==> src/rtl/perceptron_train_sequencer_pkg.sv <==
// Shared types for the perceptron training sequencer.
// Fixed-point sample format, FSM states and the sample record.
package perceptron_train_sequencer_pkg;

  localparam int SFP_W = 16;

  typedef logic signed [SFP_W-1:0] sfp;

  localparam sfp ONE  = 16'sh0100;
  localparam sfp HALF = 16'sh0080;

  localparam int N_IN = 2;

  typedef enum logic [2:0] {
    IDLE,
    TRAIN,
    EVAL,
    DRAIN,
    FINISH
  } seq_state_t;

  typedef struct packed {
    sfp [N_IN-1:0] values;
    sfp            expected;
  } sample_t;

endpackage

==> src/rtl/perceptron_train_sequencer_sample_buffer.sv <==
// Sample store: one synchronous write port, one combinational read port.
// Contents are deliberately not reset.
module perceptron_train_sequencer_sample_buffer #(
  parameter  int DEPTH = 8,
  parameter  int W     = 48,
  localparam int AW    = $clog2(DEPTH)
) (
  input  logic          clk,
  input  logic          we,
  input  logic [AW-1:0] waddr,
  input  logic [W-1:0]  wdata,
  input  logic [AW-1:0] raddr,
  output logic [W-1:0]  rdata
);

  logic [W-1:0] mem [DEPTH];

  always_ff @(posedge clk) begin
    if (we) mem[waddr] <= wdata;
  end

  assign rdata = mem[raddr];

endmodule

==> src/rtl/perceptron_train_sequencer.sv <==
// Drives one perceptron through E epochs of train and eval passes
// over an on-chip sample buffer, scoring each eval pass.
module perceptron_train_sequencer
  import perceptron_train_sequencer_pkg::*;
#(
  parameter  int INPUT_UNITS  = N_IN,
  parameter  int MAX_SAMPLES  = 8,
  parameter  int PRED_LATENCY = 1,
  parameter  int EPOCH_W      = 16,
  localparam int AW           = $clog2(MAX_SAMPLES),
  localparam int CW           = AW + 1,
  localparam int VW           = INPUT_UNITS * SFP_W,
  localparam int DW           = $clog2(PRED_LATENCY + 1)
) (
  input  logic               clk,
  input  logic               rst,
  input  logic               load_en,
  input  logic [AW-1:0]      load_addr,
  input  logic [VW-1:0]      load_values,
  input  logic [SFP_W-1:0]   load_expected,
  input  logic [CW-1:0]      num_samples,
  input  logic [EPOCH_W-1:0] num_epochs,
  input  logic [SFP_W-1:0]   threshold,
  input  logic               start,
  input  logic               abort,
  input  logic [SFP_W-1:0]   prediction,
  output logic [VW-1:0]      values,
  output logic               training,
  output logic [SFP_W-1:0]   expected,
  output logic               busy,
  output logic               done,
  output logic [EPOCH_W-1:0] epoch,
  output logic [CW-1:0]      correct_count
);

  seq_state_t state;

  logic [CW-1:0]      n_lat;
  logic [CW-1:0]      acc;
  logic [EPOCH_W-1:0] e_lat;
  sfp                 thr_lat;
  logic [AW-1:0]      idx;
  logic [AW-1:0]      rd_idx;
  logic [DW-1:0]      dcnt;

  logic [PRED_LATENCY-1:0] dl_valid;
  sfp                      dl_exp [PRED_LATENCY];

  logic [VW+SFP_W-1:0] rd_data;
  logic [VW-1:0]       rd_values;
  logic [SFP_W-1:0]    rd_expected;

  logic               buf_we;
  logic               can_start;
  logic               last;
  logic               last_drain;
  logic               hit;
  logic               more;
  logic [EPOCH_W-1:0] epoch_inc;

  assign buf_we = load_en && (state == IDLE);

  perceptron_train_sequencer_sample_buffer #(
    .DEPTH (MAX_SAMPLES),
    .W     (VW + SFP_W)
  ) u_buf (
    .clk   (clk),
    .we    (buf_we),
    .waddr (load_addr),
    .wdata ({load_values, load_expected}),
    .raddr (rd_idx),
    .rdata (rd_data)
  );

  assign rd_values   = rd_data[VW+SFP_W-1:SFP_W];
  assign rd_expected = rd_data[SFP_W-1:0];

  assign can_start = start && !abort
                  && (num_samples != '0)
                  && (num_samples <= CW'(MAX_SAMPLES));

  assign last       = ({1'b0, idx} == n_lat - CW'(1));
  assign last_drain = (dcnt == DW'(PRED_LATENCY - 1));
  assign epoch_inc  = epoch + EPOCH_W'(1);
  assign more       = (e_lat != '0) && (epoch_inc < e_lat);

  // Threshold-side agreement between the prediction and its delayed label.
  assign hit = dl_valid[PRED_LATENCY-1]
            && (($signed(prediction) < thr_lat)
                == (dl_exp[PRED_LATENCY-1] < thr_lat));

  // Address of the sample to present on the next cycle.
  always_comb begin
    rd_idx = '0;
    if ((state == TRAIN && !last) || state == EVAL)
      rd_idx = idx + AW'(1);
  end

  always_ff @(posedge clk) begin
    if (rst) begin
      state         <= IDLE;
      values        <= '0;
      expected      <= '0;
      training      <= 1'b0;
      busy          <= 1'b0;
      done          <= 1'b0;
      epoch         <= '0;
      correct_count <= '0;
      n_lat         <= '0;
      e_lat         <= '0;
      thr_lat       <= '0;
      idx           <= '0;
      dcnt          <= '0;
      acc           <= '0;
      dl_valid      <= '0;
    end else begin
      done        <= 1'b0;
      dl_valid[0] <= (state == EVAL);
      dl_exp[0]   <= expected;
      for (int i = PRED_LATENCY - 1; i > 0; i--) begin
        dl_valid[i] <= dl_valid[i-1];
        dl_exp[i]   <= dl_exp[i-1];
      end

      if ((state == EVAL || state == DRAIN) && hit)
        acc <= acc + CW'(1);

      if (abort && busy) begin
        state    <= IDLE;
        busy     <= 1'b0;
        training <= 1'b0;
        values   <= '0;
        expected <= '0;
        dl_valid <= '0;
      end else begin
        unique case (state)
          IDLE: begin
            if (can_start) begin
              n_lat         <= num_samples;
              e_lat         <= num_epochs;
              thr_lat       <= threshold;
              epoch         <= '0;
              correct_count <= '0;
              acc           <= '0;
              dl_valid      <= '0;
              busy          <= 1'b1;
              idx           <= '0;
              values        <= rd_values;
              expected      <= rd_expected;
              training      <= (num_epochs != '0);
              state         <= (num_epochs != '0) ? TRAIN : EVAL;
            end
          end
          TRAIN: begin
            values   <= rd_values;
            expected <= rd_expected;
            if (last) begin
              idx      <= '0;
              training <= 1'b0;
              state    <= EVAL;
            end else begin
              idx <= idx + AW'(1);
            end
          end
          EVAL: begin
            if (last) begin
              values   <= '0;
              expected <= '0;
              dcnt     <= '0;
              state    <= DRAIN;
            end else begin
              idx      <= idx + AW'(1);
              values   <= rd_values;
              expected <= rd_expected;
            end
          end
          DRAIN: begin
            if (!last_drain) begin
              dcnt <= dcnt + DW'(1);
            end else begin
              correct_count <= acc + CW'(hit);
              acc           <= '0;
              if (e_lat != '0) epoch <= epoch_inc;
              if (more) begin
                idx      <= '0;
                training <= 1'b1;
                values   <= rd_values;
                expected <= rd_expected;
                state    <= TRAIN;
              end else begin
                busy  <= 1'b0;
                done  <= 1'b1;
                state <= FINISH;
              end
            end
          end
          FINISH: state <= IDLE;
          default: state <= IDLE;
        endcase
      end
    end
  end

endmodule

==> config.mk <==
export PLATFORM = sky130hd
export DESIGN_NAME = perceptron_train_sequencer
export DESIGN_NICKNAME = d
export VERILOG_FILES = /design/src/rtl/perceptron_train_sequencer_pkg.sv /design/src/rtl/perceptron_train_sequencer_sample_buffer.sv /design/src/rtl/perceptron_train_sequencer.sv
export SDC_FILE = /design/constraint.sdc
export NUM_CORES = 1
export LEC_CHECK = 0
export BUFFER_PORTS_ARGS = -buffer_cell sky130_fd_sc_hd__buf_4
export CORE_ASPECT_RATIO = 1.1
export CORE_MARGIN = 5
export CORE_UTILIZATION = 44
export DETAILED_ROUTE_END_ITERATION = 12
export GPL_ROUTABILITY_DRIVEN = 0
export HOLD_SLACK_MARGIN = 0.1
export PLACE_DENSITY = 0.7
export SYNTH_ARGS = -nofsm -noshare
export SYNTH_HDL_FRONTEND = slang
export SYNTH_SLANG_ARGS = --single-unit
==> constraint.sdc <==
create_clock -name clk -period 7.8 [get_ports clk]
set_clock_uncertainty 0.05 [all_clocks]
set_input_delay 0.78 -clock clk [delete_from_list [all_inputs] [get_ports clk]]
set_output_delay 0.78 -clock clk [all_outputs]
set_load 0.02 [all_outputs]
==> parameters.txt, run 1 <==
Parameter                              Value

Outcome
  Status ... finished, final reports clean

Cells and area
  Most frequent standard cell in the layout excluding fill and tap cells ... edfxtp_1
  Highest-count cells in the layout ignoring fill and taps ... 400 x edfxtp_1, 199 x buf_4, 152 x nand2_1
  Layout filler cell count ... approximately 4100
  Final cell count without fillers ... 2408
  Layout area overhead ... 17.1%
  Number of nets in the final layout ... 1876
  Total non-filler cell area in the finished layout ... 0.0250 mm2
  Sequential cell area ... 0.0144 mm2
  Proportion of layout cells with a drive suffix above 1 ... 0.182
  Multi-input gate area ... 0.00650 mm2

Floorplan
  Die outline area ... 0.0531 mm2
  Row Count ... 84
  Chip width ... 220 um
  Area of the core ... 0.0479 mm2
  Count of boundary I/O pins ... 179
  Die Y ... 241 um
  Effective utilization at floorplan ... 0.446

Clocking
  CTS H-tree depth ... 2
  Clock insertion delay at the later pin of the skew report ... 0.60 ns
  Hold-fix buffers at CTS ... 0
  Maximum count of clock buffers along a single path ... 3
  TritonCTS clock tree ... yes
  Cts repair resizes ... 0
  Number of sinks on the clock net ... 518
  CTS buffer count ... 52
  Root buffer cell ... clkbuf_16
  Setup fix buffers added after clock tree synthesis ... 0
  Register clock-pin slew on the reported worst setup and hold paths ... 0.06 ns

Hold path
  Hold path cells ... 1
  Worst hold endpoint ... u_buf.mem[7][1]$_DFFE_PP_
  Kind of path behind the tightest hold check ... input pin to register
  Start point of the worst min-delay path ... load_expected[1]

Critical path
  End of the worst register-to-register path ... expected[5]$_SDFFE_PP0P_
  Start-to-end type of the worst setup path ... register to register
  FF-to-FF path depth ... 15
  Worst Path Max Fanout ... 48
  Required time at the worst-slack endpoint ... a little over 8 ns
  Worst setup SP type ... register
  Flop2flop setup slack ... a little under 3 ns
  Capturing element type of the critical path ... register
  Data arrival at the endpoint of the critical path ... 5.37 ns
  Start of the worst register-to-register path ... epoch[0]$_SDFFE_PP0P_

Timing
  Setup repair after global routing missed its margin ... false
  Tightest Pin Transition ... 1.20 ns
  Worst hold slack across all endpoints ... 0.354 ns
  Final clock period utilization by the worst path ... 0.627
  Summed negative setup slack over all endpoints ... 0 ns
  Max Clk Rate ... 205 MHz
  Clock period minus final worst setup slack ... approximately 4.9 ns
  Final number of max-transition violations ... 0
  Final hold violation count ... 0
  Relative slew slack ... 0.199
  Finish-stage setup viols ... 0

Synth
  Primary FF master, synth ... edfxtp_1
  Mapped Area ... 0.0214 mm2
  Syn Inst Count ... 1556
  Count of warnings emitted by yosys ... 0
  Post-synth EDFFs ... 400
  Register bit count reported by yosys ... approximately 520
  Synth unique cells ... 69
  Seq/Total Area, Yosys ... 0.672
  Avg Cell Area, Syn ... 13.7 um2
  Post-Synthesis Net Count ... approximately 1700
  Async set-reset flop share out of synthesis ... 0

Pwr
  Clock network fraction of design power ... 0.403
  Leakage component of the power ... 8.43 nW
  Pwr Density ... ~240 mW/mm2
  Relative contribution of sequential cells to total power ... 0.511
  Net switching component of the power ... ~1.4 mW
  Part of the power in combinational logic ... 0.086
  Max rail drop VDD ... roughly 190 uV
  Switching part of the total ... 0.235
  Internal portion of total power ... 4.68 mW
  Overall Power ... 6.11 mW

Routing
  Total wirelength of the detailed-routed design ... 51900 um
  1st-pass router iterations ... 6
  Iter 0 DRT Violations ... ~1400
  Remaining antenna violation count ... 0
  Routed vias ... 13800
  # DRC ... 0
  Detail-routed net length per standard cell ... roughly 22 um
  Average via count per standard cell ... 5.75

Placed design
  Post-detailed-placement cell area ... 0.0233 mm2
  Placed cell count ... 2308
  Half-perimeter wire length of the detailed placement result ... between 30000 and 40000 um
  Port bufs ... 178

Global routing
  Number of antenna violations at the first check in global routing ... 5
  Largest net degree at the start of global routing ... slightly above 100
  Total overflow reported by the global router ... 0
  Total GRT Usage ... 0.191
  Vias in the first global route ... 13800
  Global-route wire length before repair ... 78900 um

Run
  Reported max-cap violation count ... 0
==> logic make-up (layout without fill, tap and decap cells) <==
kind of cell | Yosys count | in the layout | synth area share
other | 0 | 2 | 0
multiplexers | 99 | 99 | 0.0463
AO/OA/AOI/OAI | 388 | 388 | 0.133
buffers and inverters | 132 | 337 | 0.0301
adder cells (fa/ha/maj) | 51 | 51 | 0.0298
flip-flops | 518 | 518 | 0.672
AND/OR/NAND/NOR | 346 | 346 | 0.0789
XOR/XNOR | 22 | 22 | 0.00936
==> cells in the mapped netlist (all sizes together) (4+ instances only) <==
master	instances	area share
edfxtp	400	0.56
o2bb2ai	49	0.020
nor3	11	0.0035
nand4	10	0.0029
buf	42	0.014
xnor2	7	0.0029
xor2	15	0.0065
nor2	46	0.0084
a21oi	75	0.018
nand2	153	0.027
o22ai	48	0.014
ha	51	0.030
mux2i	99	0.046
and4	4	0.0016
o211ai	49	0.017
clkbuf	50	0.0088
nor2b	6	0.0018
a21o	5	0.0018
and2	7	0.0020
dfxtp	118	0.11
nor4	14	0.0041
a211oi	54	0.019
and3	6	0.0018
inv	40	0.0070
a221o	49	0.023
nand2b	5	0.0015
o21ai	32	0.0078
nand3	64	0.017
nand3b	10	0.0035
==> layer usage <==
layer / GRT usage / wire length [um] / vias to the layer above
met2: 0.322 / 25400 / 488
met3: 0.0378 / 3840 / 94
li1: - / - / 6394
met1: 0.252 / 21600 / 6859
met4: 0.0547 / 1030 / 6
met5: 0 / 34 / -
==> worst max-delay path by stage <==
stage / start / slack (ns) / endpoint / depth (start not counted)
finish: epoch[0]$_SDFFE_PP0P_ / 2.91 / expected[5]$_SDFFE_PP0P_ / 15
global route: epoch[0]$_SDFFE_PP0P_ / 2.53 / expected[5]$_SDFFE_PP0P_ / 15
CTS: epoch[0]$_SDFFE_PP0P_ / 2.94 / expected[5]$_SDFFE_PP0P_ / 15
detailed placement: epoch[0]$_SDFFE_PP0P_ / 2.96 / values[16]$_SDFFE_PP0P_ / 15
global placement: epoch[0]$_SDFFE_PP0P_ / 3.12 / values[22]$_SDFFE_PP0P_ / 15
floorplan: load_addr[0] / 2.96 / u_buf.mem[0][0]$_DFFE_PP_ / 2
==> power groups by stage <==
| stage | clock [mW] | combinational [mW] | sequential [mW] |
|---|---|---|---|
| after floorplan | 0 | 0.270 | 3.19 |
| after global placement | 0 | 0.510 | 3.18 |
| after detailed placement | 0 | 0.527 | 3.18 |
| after CTS | 2.51 | 0.528 | 3.13 |
| after global routing | 2.64 | 0.570 | 3.13 |
| final | 2.47 | 0.523 | 3.13 |
==> layout make-up <==
| class | count | area share |
|---|---|---|
| Multi-Input combinational cell | 906 | 0.259 |
| Antenna cell | 2 | 0.000200 |
| Timing Repair Buffer | 199 | 0.0596 |
| Inverter | 40 | 0.00599 |
| Sequential cell | 518 | 0.574 |
| Clock buffer | 75 | 0.0602 |
| Clock inverter | 23 | 0.00819 |
| Tap cell | 645 | 0.0322 |
==> stage by stage <==
step | worst slack (ns) | utilization
6_report | 2.91 | 0.523
5_1_grt | 2.53 | 0.523
4_1_cts | 2.94 | 0.523
3_5_place_dp | 2.96 | 0.487
3_3_place_gp | 3.12 | 0.487
2_1_floorplan | 2.96 | -
==> critical path, stage by stage, from the launching register on <==
cell	delay, ns
dfxtp_1	0.44
ha_1	0.26
nand3_1	0.18
nor4_1	0.64
and3_1	0.34
nand3_1	0.11
xnor2_1	0.23
ha_1	0.28
nand4_1	0.17
nor2_1	0.07
a221o_1	0.39
o21ai_2	0.38
o21ai_1	0.18
nor3_4	0.18
buf_4	0.61
a221o_1	0.27
==> registers in the layout, summed over array words and instances, names as in the netlist <==
name / cells
u_buf.mem: 384
values: 32
dl_exp: 16
e_lat: 16
epoch: 16
expected: 16
thr_lat: 16
acc: 4
correct_count: 4
n_lat: 4
idx: 3
state: 3
busy: 1
dl_valid: 1
done: 1
training: 1
Note: power is estimated with default switching activity, not from simulation.
==> inputs of run 2 (changes only) <==
Settings changed: PLACE_DENSITY 0.7 to 0.72.
Clock period 7.8 ns to 4.45 ns, I/O delays scaled along.
==> run 2 against run 1 <==
  * Fmax is 17% higher
  * Die area stayed put
  * Final cell count is 3.8% higher
  * Largest cell class unchanged
  * Largest power group unchanged
  * Highest routed layer is now met4
==> parameters.txt, run 2 (same netlist as run 1, synthesis figures left out) <==
Parameter                              Value

Hold path
  Start point of the worst min-delay path ... abort
  Kind of path behind the tightest hold check ... input pin to register
  Hold path cells ... 4 (+3)

Global routing
  Number of antenna violations at the first check in global routing ... 2 (-3)
  Total GRT Usage ... 0.193 (+0.00273)
  Vias in the first global route ... 14500 (+5.0%)
  Largest net degree at the start of global routing ... 75 (-26%)
  Global-route wire length before repair ... 80800 um (+2.4%)
  Total overflow reported by the global router ... 0 (unchanged)

Floorplan
  Area of the core ... 0.0479 mm2 (unchanged)
  Effective utilization at floorplan ... 0.446 (unchanged)
  Row Count ... 84 (unchanged)
  Count of boundary I/O pins ... 179 (unchanged)
  Die outline area ... 0.0531 mm2 (unchanged)
  Die Y ... 241 um (unchanged)
  Chip width ... 220 um (unchanged)

Clocking
  Root buffer cell ... clkbuf_16
  Register clock-pin slew on the reported worst setup and hold paths ... 0.06 ns (about the same)
  CTS H-tree depth ... 2 (unchanged)
  Clock insertion delay at the later pin of the skew report ... 0.60 ns (about the same)
  CTS buffer count ... 52 (unchanged)
  Number of sinks on the clock net ... 518 (unchanged)
  TritonCTS clock tree ... yes
  Maximum count of clock buffers along a single path ... 3 (unchanged)

Pwr
  Leakage component of the power ... 8.88 nW (+5.3%)
  Max rail drop VDD ... 346 uV (+80%)
  Overall Power ... 10.9 mW (+78%)
  Pwr Density ... 418 mW/mm2 (+71%)

Cells and area
  Highest-count cells in the layout ignoring fill and taps ... 400 x edfxtp_1, 200 x buf_4, 152 x nand2_1
  Multi-input gate area ... 0.00653 mm2 (+0.42%)
  Largest registers ... u_buf.mem: 384 flops, values: 32 flops
  Layout area overhead ... 22.0%
  Number of nets in the final layout ... 1968 (+4.9%)
  Layout filler cell count ... 3842 (-5.4%)
  Largest reg by FF count ... u_buf.mem
  Most frequent standard cell in the layout excluding fill and tap cells ... edfxtp_1
  Sequential cell area ... 0.0144 mm2 (unchanged)
  Flip-flop count of the largest register, all copies and words added ... 384 (unchanged)
  Proportion of layout cells with a drive suffix above 1 ... 0.176 (-0.00626)
  Final core utilization ... 0.544 (+0.0218)

Critical path
  FF-to-FF path depth ... 16 (+1)
  Crit. path cell count ... 16 (+1)
  Cell type of the slowest stage on the worst timing path ... dfxtp_1
  Flop2flop setup slack ... 0.26 ns (-2.65 ns)
  Worst path bufs/invs ... 2 (+1)
  Start of the worst register-to-register path ... epoch[0]$_SDFFE_PP0P_
  Top cell family by delay on the critical path ... simple AND/OR/NAND/NOR gates
  Maximum single-stage delay on the critical path ... 0.45 ns (-0.19 ns)
  Capturing element type of the critical path ... register
  Start point of the critical path ... epoch[0]$_SDFFE_PP0P_
  Critical path, cell by cell ... ha_1 > nand3_1 > nor4_4 > and3_1 > nand3_1 > xnor2_1 > ha_1 > nand4_1 > nor4_1 > a221o_1 > o21ai_2 > buf_4 > o2111ai_4 > clkbuf_16 > a211oi_1 > a221o_1
  Data arrival at the endpoint of the critical path ... 4.61 ns (-0.76 ns)
  Worst Path Max Fanout ... 24 (-50%)
  Start-to-end type of the worst setup path ... register to register
  Worst setup SP type ... register
  Required time at the worst-slack endpoint ... 4.87 ns (-3.42 ns)

Routing
  1st-pass router iterations ... 5 (-1)
  Iter 0 DRT Violations ... 1290 (-5.2%)
  Total wirelength of the detailed-routed design ... 53000 um (+2.2%)
  Average via count per standard cell ... 5.69 (-1.0%)
  Remaining antenna violation count ... 0 (unchanged)
  Routed vias ... 14200 (+2.7%)
  # DRC ... 0 (unchanged)
  Detail-routed net length per standard cell ... 21.2 um (-1.5%)

Placed design
  Port bufs ... 178 (unchanged)
  Half-perimeter wire length of the detailed placement result ... 31100 um (+3.1%)

Outcome
  Status ... finished, final reports clean

Timing
  Final clock period utilization by the worst path ... 0.942 (+0.315)
  Final hold violation count ... 0 (unchanged)
  Final number of max-transition violations ... 0 (unchanged)
  Setup repair after global routing missed its margin ... false
  Tightest Pin Transition ... 0.896 ns (-0.303 ns)
  Clock period minus final worst setup slack ... 4.19 ns (-0.697 ns)
  Finish-stage setup viols ... 0 (unchanged)
  Relative slew slack ... 0.403 (+0.203)
  Max Clk Rate ... 239 MHz (+17%)
  Summed negative setup slack over all endpoints ... 0 ns (unchanged)

Run
  Reported max-cap violation count ... 0 (unchanged)
-- run 2: cell count changes in the layout (fill, tap and decap cells not counted), moves of 2 or more --
cell	previous run	this run
buf_12	0	6
bufinv_16	2	7
clkbuf_1	12	10
clkbuf_8	10	1
clkinv_1	4	9
clkinv_2	11	13
dlygate4sd3_1	0	84
nor3_2	5	3
nor3_4	1	3
-- run 2: repair_timing --
item / 4_1_cts / 5_1_grt
hold buffers: 84 / 0
gates resized for setup: 0 / 2
hold endpoints to repair: 420 / 0
buffers inserted: 0 / 0
setup endpoints to repair: 0 / 48
-- run 2: area by class of cell --
cell class / instances / share of cell area
clock buffer: 63 / 0.0518
tap: 645 / 0.0309
antenna: 2 / 0.000192
sequential: 518 / 0.551
multi-input combinational: 906 / 0.250
timing repair buffer: 291 / 0.0953
clock inverter: 34 / 0.0148
inverter: 40 / 0.00575
-- run 2: stage by stage --
| stage | area [um2] | cells | setup WS [ns] | hold WS [ns] |
|---|---|---|---|---|
| final | 26100 | 2499 | 0.259 | 0.297 |
| after global routing | 26100 | 2498 | 0.0215 | 0.307 |
| after CTS | 26000 | 2496 | 0.238 | 0.242 |
| after detailed placement | 23500 | 2315 | 0.229 | 0.397 |
| after global placement | 23500 | 2315 | 0.430 | 0.395 |
| after floorplan | 21400 | 1556 | 0.328 | 0.386 |
-- run 2: path summary, 6_finish.rpt --
path                                   to
setup / recovery  values[27]$_SDFFE_PP0P_
hold / removal      state[2]$_SDFFE_PP0P_
setup reg to reg  values[27]$_SDFFE_PP0P_
hold reg to reg   thr_lat[4]$_SDFFE_PP0P_
-- run 2: metal layers --
metal  wire (um)  GRT usage  up-vias  part of all wire
li1            -          -     6586                 -
met4        1310     0.0615        0             0.025
met3        4220     0.0322       98             0.080
met1       21500      0.256     6964              0.41
met5           0          0        -                 0
met2       26000      0.328      570              0.49
-- run 2: report_power, final --
group          switching [mW]  internal [mW]  total, mW
registers              0.0962           5.37       5.47
clock network            1.83           2.59       4.42
logic                   0.618          0.396       1.01
-- run 2: tightest hold or removal path: cells and delay by family --
family,cells,cell delay [ns]
buffers and inverters,1,0.11
and+or+nand+nor,3,0.32
==> inputs of run 3 (changes only) <==
Settings changed: MAX_ROUTING_LAYER from default to met4.
==> run 3 against run 2 <==
  * Total power hardly changed
  * Flip-flop and latch count is the same
  * Register-to-register slack worse by 0.03 ns
  * Non-clock buffer count stayed put
  * Sequential share of layout area barely moved
  * Die area did not move
  * Critical path depth unchanged
  * Clock power about the same
  * Sequential power hardly changed
  * Clock-buffer cell count unchanged
  * Worst hold slack got worse by 0.019 ns
  * Via count up 0.18%
==> parameters.txt, run 3 (same netlist as run 1, synthesis figures left out) <==
Parameter                              Value

Outcome
  Status ... finished, final reports clean

Cells and area
  Most frequent standard cell in the layout excluding fill and tap cells ... edfxtp_1
  Number of nets in the final layout ... 1968 (unchanged)
  Largest reg by FF count ... u_buf.mem
  Flip-flop count of the largest register, all copies and words added ... 384 (unchanged)
  Proportion of layout cells with a drive suffix above 1 ... 0.176 (unchanged)
  Final core utilization ... 0.544 (about the same)
  Layout filler cell count ... 3842 (unchanged)
  Sequential cell area ... 0.0144 mm2 (unchanged)
  Final cell count without fillers ... 2500 (+0.040%)
  Multi-input gate area ... 0.00653 mm2 (unchanged)
  Highest-count cells in the layout ignoring fill and taps ... 400 x edfxtp_1, 200 x buf_4, 152 x nand2_1
  Largest registers ... u_buf.mem: 384 flops, values: 32 flops
  Layout area overhead ... 22.0% (about the same)

Floorplan
  Chip width ... 220 um (unchanged)
  Die outline area ... 0.0531 mm2 (unchanged)
  Effective utilization at floorplan ... 0.446 (unchanged)
  Row Count ... 84 (unchanged)
  Die Y ... 241 um (unchanged)
  Area of the core ... 0.0479 mm2 (unchanged)
  Count of boundary I/O pins ... 179 (unchanged)

Critical path
  Worst path bufs/invs ... 2 (unchanged)
  Required time at the worst-slack endpoint ... 4.87 ns (about the same)
  Cell type of the slowest stage on the worst timing path ... dfxtp_1
  Worst setup SP type ... register
  Start-to-end type of the worst setup path ... register to register
  Worst Path Max Fanout ... 24 (unchanged)
  Maximum single-stage delay on the critical path ... 0.45 ns (about the same)
  Capturing element type of the critical path ... register
  Critical path, cell by cell ... ha_1 > nand3_1 > nor4_4 > and3_1 > nand3_1 > xnor2_1 > ha_1 > nand4_1 > nor4_1 > a221o_1 > o21ai_2 > buf_4 > o2111ai_4 > clkbuf_16 > a211oi_1 > a221o_1
  Top cell family by delay on the critical path ... simple AND/OR/NAND/NOR gates
  Data arrival at the endpoint of the critical path ... 4.65 ns (+0.04 ns)

Timing
  Summed negative setup slack over all endpoints ... 0 ns (unchanged)
  Final hold violation count ... 0 (unchanged)
  Clock period minus final worst setup slack ... 4.23 ns (+0.0348 ns)
  Final setup slack of the worst path ... 0.224 ns (-0.0348 ns)
  Relative slew slack ... 0.385 (-0.0177)
  Final number of max-transition violations ... 0 (unchanged)
  Tightest Pin Transition ... 0.923 ns (+0.0265 ns)
  Final clock period utilization by the worst path ... 0.950 (+0.00782)
  Max Clk Rate ... 237 MHz (-0.82%)
  Setup repair after global routing missed its margin ... false
  Worst hold slack across all endpoints ... 0.278 ns (-0.0188 ns)
  Finish-stage setup viols ... 0 (unchanged)

Clocking
  Register clock-pin slew on the reported worst setup and hold paths ... 0.06 ns (about the same)
  Maximum count of clock buffers along a single path ... 3 (unchanged)
  Number of sinks on the clock net ... 518 (unchanged)
  CTS buffer count ... 52 (unchanged)
  Clock insertion delay at the later pin of the skew report ... 0.60 ns (about the same)
  CTS H-tree depth ... 2 (unchanged)
  TritonCTS clock tree ... yes
  Setup fix buffers added after clock tree synthesis ... 0 (unchanged)
  Root buffer cell ... clkbuf_16

Routing
  Routed vias ... 14200 (+0.18%)
  1st-pass router iterations ... 6 (+1)
  Detail-routed net length per standard cell ... 21.3 um (+0.14%)
  Remaining antenna violation count ... 0 (unchanged)
  Average via count per standard cell ... 5.70 (+0.14%)
  # DRC ... 0 (unchanged)
  Total wirelength of the detailed-routed design ... 53100 um (+0.18%)
  Iter 0 DRT Violations ... 1438 (+11%)

Placed design
  Placed cell count ... 2315 (unchanged)
  Half-perimeter wire length of the detailed placement result ... 31100 um (unchanged)
  Port bufs ... 178 (unchanged)
  Pre-CTS setup slack ... 0.229 ns (unchanged)

Global routing
  Total overflow reported by the global router ... 0 (unchanged)
  Largest net degree at the start of global routing ... 75 (unchanged)
  Global-route wire length before repair ... 80700 um (about the same)
  Vias in the first global route ... 14500 (-0.035%)
  Number of antenna violations at the first check in global routing ... 3 (+1)
  Total GRT Usage ... 0.199 (+0.00590)

Pwr
  Leakage component of the power ... 8.88 nW (about the same)
  Pwr Density ... 418 mW/mm2 (about the same)
  Max rail drop VDD ... 344 uV (-0.53%)

Hold path
  Kind of path behind the tightest hold check ... input pin to register

Run
  Reported max-cap violation count ... 0 (unchanged)
## run 3: repair_timing
action	CTS	global route
endpoints found under the setup margin	0	48
hold endpoints to repair	420	0
hold buffers	84	0
gates resized for setup	0	2
## run 3: report_power, final
| part | internal [mW] | switching [mW] | leakage [nW] | total [mW] |
|---|---|---|---|---|
| clock | 2.59 | 1.83 | 0.851 | 4.42 |
| combinational | 0.396 | 0.618 | 3.42 | 1.01 |
| sequential | 5.37 | 0.0964 | 4.61 | 5.47 |
| total | 8.36 | 2.55 | 8.88 | 10.9 |
## run 3: path summary, 6_finish.rpt
| check | startpoint | cells past startpoint | endpoint | slack (ns) |
|---|---|---|---|---|
| worst max-delay path | epoch[0]$_SDFFE_PP0P_ | 16 | values[27]$_SDFFE_PP0P_ | 0.22 |
| worst min-delay path | abort | 4 | state[2]$_SDFFE_PP0P_ | 0.28 |
| worst max register to register | epoch[0]$_SDFFE_PP0P_ | 16 | values[27]$_SDFFE_PP0P_ | 0.22 |
| worst min register to register | thr_lat[4]$_SDFFE_PP0P_ | 2 | thr_lat[4]$_SDFFE_PP0P_ | 0.41 |
## run 3: per-layer routing
metal  track usage  vias to the layer above  part of all wire
met5             -                        -                 0
met4        0.0615                        0             0.026
met3        0.0320                      106             0.072
met2         0.328                      553              0.49
met1         0.255                     6987              0.41
li1              -                     6597                 -
## run 3: layout make-up
cell class                 instances  share of cell area
sequential                       518               0.551
antenna                            3            0.000288
tap                              645              0.0309
inverter                          40             0.00575
clock inverter                    34              0.0148
clock buffer                      63              0.0518
timing repair buffer             291              0.0953
multi-input combinational        906               0.250
## run 3: worst min-delay path, delay by kind of cell
family	cells	cell delay, ns
buffers and inverters	1	0.11
and+or+nand+nor	3	0.32
## run 3: through the flow
step	power (mW)	instance area (um2)
floorplan	6.07	21400
global placement	6.48	23500
detailed placement	6.52	23500
CTS	11.0	26000
global route	11.3	26100
finish	10.9	26100
